===== src/rtl/core_run_controller.sv =====
// core_run_controller: host load/run/step/halt/breakpoint control and cycle counting for the single-cycle RV64 core
module core_run_controller #(
  parameter int XLEN = 64,
  parameter int IMEM_WORDS = 256,
  parameter int CYCLE_W = 32,
  parameter int RESET_CYCLES = 2
) (
  input  logic               clock,
  input  logic               reset,
  input  logic               cmd_valid,
  output logic               cmd_ready,
  input  logic [2:0]         cmd_op,
  input  logic [XLEN-1:0]    cmd_addr,
  input  logic [31:0]        cmd_data,
  input  logic [XLEN-1:0]    pc,
  input  logic [31:0]        instruction,
  output logic               core_enable,
  output logic               core_reset,
  output logic               imem_we,
  output logic [XLEN-1:0]    imem_waddr,
  output logic [31:0]        imem_wdata,
  output logic               halted,
  output logic [1:0]         halt_cause,
  output logic               cmd_error,
  output logic [CYCLE_W-1:0] cycle_count
);
  localparam int HW = $clog2(RESET_CYCLES + 1);
  localparam logic [2:0] OP_LOAD = 3'd1, OP_RUN = 3'd2, OP_STEP = 3'd3, OP_HALT = 3'd4;
  localparam logic [2:0] OP_SET = 3'd5, OP_CLR = 3'd6, OP_RESTART = 3'd7;
  typedef enum logic [2:0] {RST_HOLD, IDLE, LOAD, RUN, STEP} state_t;
  state_t state, state_n;
  logic [HW-1:0] hold_cnt;
  logic [XLEN-1:0] bkpt_addr, load_addr;
  logic [31:0] load_data;
  logic bkpt_valid, skip_bkpt, ebreak, bkpt_hit, stop, accept, load_ok, err_n;
  logic [1:0] cause_n;
  assign cmd_ready = state == IDLE || state == RUN;
  assign accept = cmd_valid && cmd_ready;
  assign load_ok = cmd_addr[1:0] == 2'b00 && cmd_addr < XLEN'(IMEM_WORDS * 4);
  assign ebreak = instruction == 32'h0010_0073;
  assign bkpt_hit = bkpt_valid && pc == bkpt_addr && !skip_bkpt;
  assign stop = ebreak || bkpt_hit;
  assign core_enable = (state == RUN || state == STEP) && !stop;
  assign core_reset = state == RST_HOLD;
  assign halted = state == IDLE;
  assign imem_we = state == LOAD;
  assign imem_waddr = load_addr;
  assign imem_wdata = load_data;
  always_comb begin
    state_n = state;
    cause_n = halt_cause;
    err_n = 1'b0;
    case (state)
      RST_HOLD: state_n = hold_cnt == HW'(1) ? IDLE : RST_HOLD;
      LOAD: state_n = IDLE;
      STEP: begin
        state_n = IDLE;
        cause_n = core_enable ? 2'd1 : 2'd2;
      end
      IDLE: if (accept)
        case (cmd_op)
          OP_LOAD: if (load_ok) state_n = LOAD; else err_n = 1'b1;
          OP_RUN: state_n = RUN;
          OP_STEP: state_n = STEP;
          default: state_n = IDLE;
        endcase
      RUN: begin
        if (stop) begin
          state_n = IDLE;
          cause_n = ebreak ? 2'd2 : 2'd3;
        end else if (accept && cmd_op == OP_HALT) begin
          state_n = IDLE;
          cause_n = 2'd1;
        end
        err_n = accept && (cmd_op == OP_LOAD || cmd_op == OP_RUN || cmd_op == OP_STEP);
      end
      default: state_n = RST_HOLD;
    endcase
    if (accept && cmd_op == OP_RESTART) state_n = RST_HOLD;
    if (state_n != state && state_n inside {RUN, STEP, RST_HOLD}) cause_n = 2'd0;
  end
  always_ff @(posedge clock) begin
    if (reset) begin
      state <= RST_HOLD;
      hold_cnt <= HW'(RESET_CYCLES);
      halt_cause <= 2'd0;
      cmd_error <= 1'b0;
      cycle_count <= '0;
      bkpt_valid <= 1'b0;
      skip_bkpt <= 1'b0;
    end else begin
      state <= state_n;
      hold_cnt <= state == RST_HOLD ? hold_cnt - 1'b1 : HW'(RESET_CYCLES);
      halt_cause <= cause_n;
      cmd_error <= err_n;
      skip_bkpt <= state == IDLE;
      if (accept && cmd_op == OP_RESTART) cycle_count <= '0;
      else if (core_enable && !(&cycle_count)) cycle_count <= cycle_count + 1'b1;
      if (accept && cmd_op == OP_SET) bkpt_valid <= 1'b1;
      if (accept && cmd_op == OP_CLR) bkpt_valid <= 1'b0;
    end
  end
  always_ff @(posedge clock) begin
    if (accept && cmd_op == OP_SET) bkpt_addr <= cmd_addr;
    if (state == IDLE && accept && cmd_op == OP_LOAD) begin
      load_addr <= cmd_addr;
      load_data <= cmd_data;
    end
  end
endmodule


===== config.mk =====
export PLATFORM = sky130hd
export DESIGN_NAME = core_run_controller
export DESIGN_NICKNAME = d
export VERILOG_FILES = /design/src/rtl/core_run_controller.sv
export SDC_FILE = /design/constraint.sdc
export NUM_CORES = 1
export LEC_CHECK = 0
export CAP_MARGIN = 20
export CORE_MARGIN = 5
export CORE_UTILIZATION = 46
export DETAILED_ROUTE_END_ITERATION = 10
export GPL_ROUTABILITY_DRIVEN = 0
export PLACE_DENSITY_LB_ADDON = 0.05
export SYNTH_ARGS = -nofsm -noshare
export SYNTH_HDL_FRONTEND = slang
export SYNTH_SLANG_ARGS = --single-unit
export TNS_END_PERCENT = 10

===== constraint.sdc =====
create_clock -name clock -period 19.7 [get_ports clock]
set_input_delay 4.925 -clock clock [delete_from_list [all_inputs] [get_ports clock]]
set_output_delay 4.925 -clock clock [all_outputs]
set_load 0.1 [all_outputs]

==> results.json <==
{
  "outcome": "complete, no violations",
  "final_common_cell": "clkdlybuf4s50_1",
  "drive_gt1_frac": 0.04560,
  "ios": 334,
  "floorplan.initialDensity": 0.4638,
  "syn_area_um2": 7939,
  "power_frac_seq": 0.509,
  "wl_met3_um": 2600,
  "ys_warn_count": 0,
  "synthSimpleGateAreaFrac": 0.1349,
  "period_needed_ps": 13460,
  "utilization": 0.7121,
  "finalSetupTns_ps": 0,
  "nFillCells": 1211,
  "rows": 48,
  "maxUsedRoutingLayer": "met4",
  "synth-main-ff-cell": "edfxtp_1",
  "comb_power_share": 0.088,
  "worstPathRequired_ps": 14780,
  "hold_class": "flop to flop",
  "synth_seq_area_share": 0.7111,
  "mappedNetlistNets": 761,
  "yosys.area_share.adder": 0.003152,
  "grt_pass1_vias": 6255,
  "seqCellArea_um2": 5645,
  "wl_met1_um": 9183,
  "post_cts_buffers": 0,
  "drc": 0,
  "timing.rr.start": "bkpt_addr[19]",
  "grt_start_max_net_pins": 90,
  "dpl.hpwl_um": 18600,
  "postRouteAntennaNets": 0,
  "areaGrowthSynthToFinish_pct": 53.54,
  "synth_compound_area_frac": 0.06336,
  "vias": 6085,
  "postSynthCellCount": 561,
  "swShare": 0.2131,
  "layout_setup_ws_ps": 6238,
  "cts_tree": "done",
  "drt_iter0_drc": 339,
  "synth_xor_area_frac": 0.06950,
  "switching_power_mw": 0.1945,
  "p_leak_nw": 3.944,
  "coreArea_um2": 17120,
  "drv_slew": 0,
  "fin_skew_ps": 7.781,
  "path_clk_slew_ps": 60,
  "fmax_ghz": 0.07429,
  "slew_headroom": 0.2877,
  "syn-mean-instance-area_um2": 14.15,
  "die_x_um": 141.4,
  "overflow": 0,
  "drv_cap": 0,
  "die_area_um2": 19990,
  "grt_pass1_wl_um": 35890,
  "min_path_cells": 1,
  "fp.dieH_um": 141.4,
  "holdBufCountCts": 0,
  "htree_levels": 1,
  "clock_sinks": 202,
  "first_pass_iters": 4,
  "pwr-share-clk": 0.404,
  "clk-insertion-delay-late_ps": 490,
  "worstHoldStart": "hold_cnt[0]",
  "reg2regPathDepth": 8,
  "ctsRootBufferMaster": "clkbuf_16",
  "critical_path_class": "input pin to output port",
  "end_kind": "output port",
  "critPathLaunch": "pc[19]",
  "vias_per_cell": 5.296,
  "synth_cell_types": 48,
  "power_density_nw_per_um2": 74.87,
  "clk_path_buf_depth": 3,
  "cp-start-kind": "input pin",
  "numCtsBuffers": 21,
  "wl_per_cell_um": 20.96,
  "synth_top_family_by_area": "simple AND/OR/NAND/NOR gates",
  "synth_edf_count": 160,
  "p_int_mw": 0.7181,
  "muxShareOfSynthArea": 0.001261,
  "min_period_over_period": 0.6833,
  "numPortBuffers": 333,
  "ir_drop_mv": 0.07883,
  "rsz0062_at_grt": "false",
  "grt.total_usage": 0.2323,
  "final_cell_mix": "clkdlybuf4s50_1 (333), edfxtp_1 (160), xnor2_1 (42), dfxtp_1 (42), nor4_1 (34)",
  "async_reset_ff_frac": 0,
  "cts-resized-gates": 0,
  "tightest_slew_ps": 1065,
  "antenna_found_initial": 3,
  "wirelength_um": 24090,
  "hold_viol": 0,
  "dpl_worst_slack_ps": 6232,
  "multi_input_area_um2": 2173,
  "path_max_fanout": 17,
  "nets": 1107,
  "synth_seq_cells": 202,
  "setup_viol": 0,
  "wl_met2_um": 11750,
  "cp.arrival_ps": 8540
}
[area by class of cell]
class	count	share of cell area
clock inverters	11	0.004927
repair buffers	337	0.2776
flip-flops and latches	202	0.4631
multi-input cells	331	0.1783
clock buffers	26	0.04804
diodes	3	0.0006159
inverters	14	0.004311
well taps	225	0.02310
[flip-flops by register name (all words and copies together) (netlist names)]
signal	cells
bkpt_addr	64
bkpt_valid	1
cmd_error	1
cycle_count	32
halt_cause	2
hold_cnt	2
imem_waddr	64
imem_wdata	32
skip_bkpt	1
state	3
[Yosys cell counts (all sizes together), types with 3 or more instances]
| cell type | n | share of area |
|---|---|---|
| o22ai | 3 | 0.0024 |
| a21o | 3 | 0.0028 |
| nand4 | 29 | 0.025 |
| or4 | 13 | 0.012 |
| o211ai | 4 | 0.0038 |
| nand2 | 31 | 0.015 |
| nand3 | 9 | 0.0057 |
| clkbuf | 5 | 0.0024 |
| inv | 14 | 0.0066 |
| a21oi | 31 | 0.020 |
| xor2 | 21 | 0.023 |
| nand2b | 3 | 0.0024 |
| dfxtp | 42 | 0.11 |
| nor2 | 11 | 0.0052 |
| o31ai | 9 | 0.0085 |
| xnor2 | 42 | 0.046 |
| buf | 9 | 0.0077 |
| nor4 | 34 | 0.027 |
| and2 | 6 | 0.0047 |
| nor2b | 4 | 0.0032 |
| and3 | 3 | 0.0024 |
| nor3 | 10 | 0.0063 |
| o21ai | 23 | 0.016 |
| or3 | 20 | 0.016 |
| edfxtp | 160 | 0.61 |
[metal layers]
layer  vias to the layer above  GRT usage
met5                         -          0
met4                         0    0.06667
met2                       286     0.3983
li1                       2871          -
met1                      2896     0.2764
met3                        32    0.08493
[worst max-delay path, cell delays in order]
cell             delay [ps]
clkdlybuf4s50_1         410
xnor2_1                 250
nand4_1                 130
nor4_1                  500
nand4_1                 350
o21bai_1                860
nor2_1                  100
clkdlybuf4s50_1        1010
[worst paths after layout]
path / to / slack, ps
worst max-delay path: core_enable / 6240
worst min-delay path: hold_cnt[0] / 440
worst max register to register: cycle_count[17] / 16720
worst min register to register: hold_cnt[0] / 440
[per-stage QoR]
stage          power, mW  area (um2)  hold slack [ps]  std cells
3_3_place_gp      0.5517       11490            415.0       1106
5_1_grt           0.9459       12190            468.9       1149
3_5_place_dp      0.5530       11500            434.4       1107
2_1_floorplan     0.5002        7939            406.3        561
6_report          0.9127       12190            436.6       1149
4_1_cts           0.9206       12150            443.2       1144
[power by group through the flow]
stage | sequential [mW] | clock [mW] | combinational, mW
2_1_floorplan | 0.481 | 0 | 0.0194
3_3_place_gp | 0.473 | 0 | 0.0784
3_5_place_dp | 0.473 | 0 | 0.0796
4_1_cts | 0.464 | 0.376 | 0.0802
5_1_grt | 0.464 | 0.397 | 0.0843
6_report | 0.464 | 0.369 | 0.0799
[cells by family (layout without fill, tap and decap cells)]
family | count (synthesis) | in the layout
flip-flops | 202 | 202
AND/OR/NAND/NOR | 182 | 182
AO/OA/AOI/OAI | 83 | 83
XOR/XNOR | 63 | 63
buffers and inverters | 28 | 388
adder cells (fa/ha/maj) | 2 | 2
multiplexers | 1 | 1
other | 0 | 3
(Power assumes the default switching activity.)
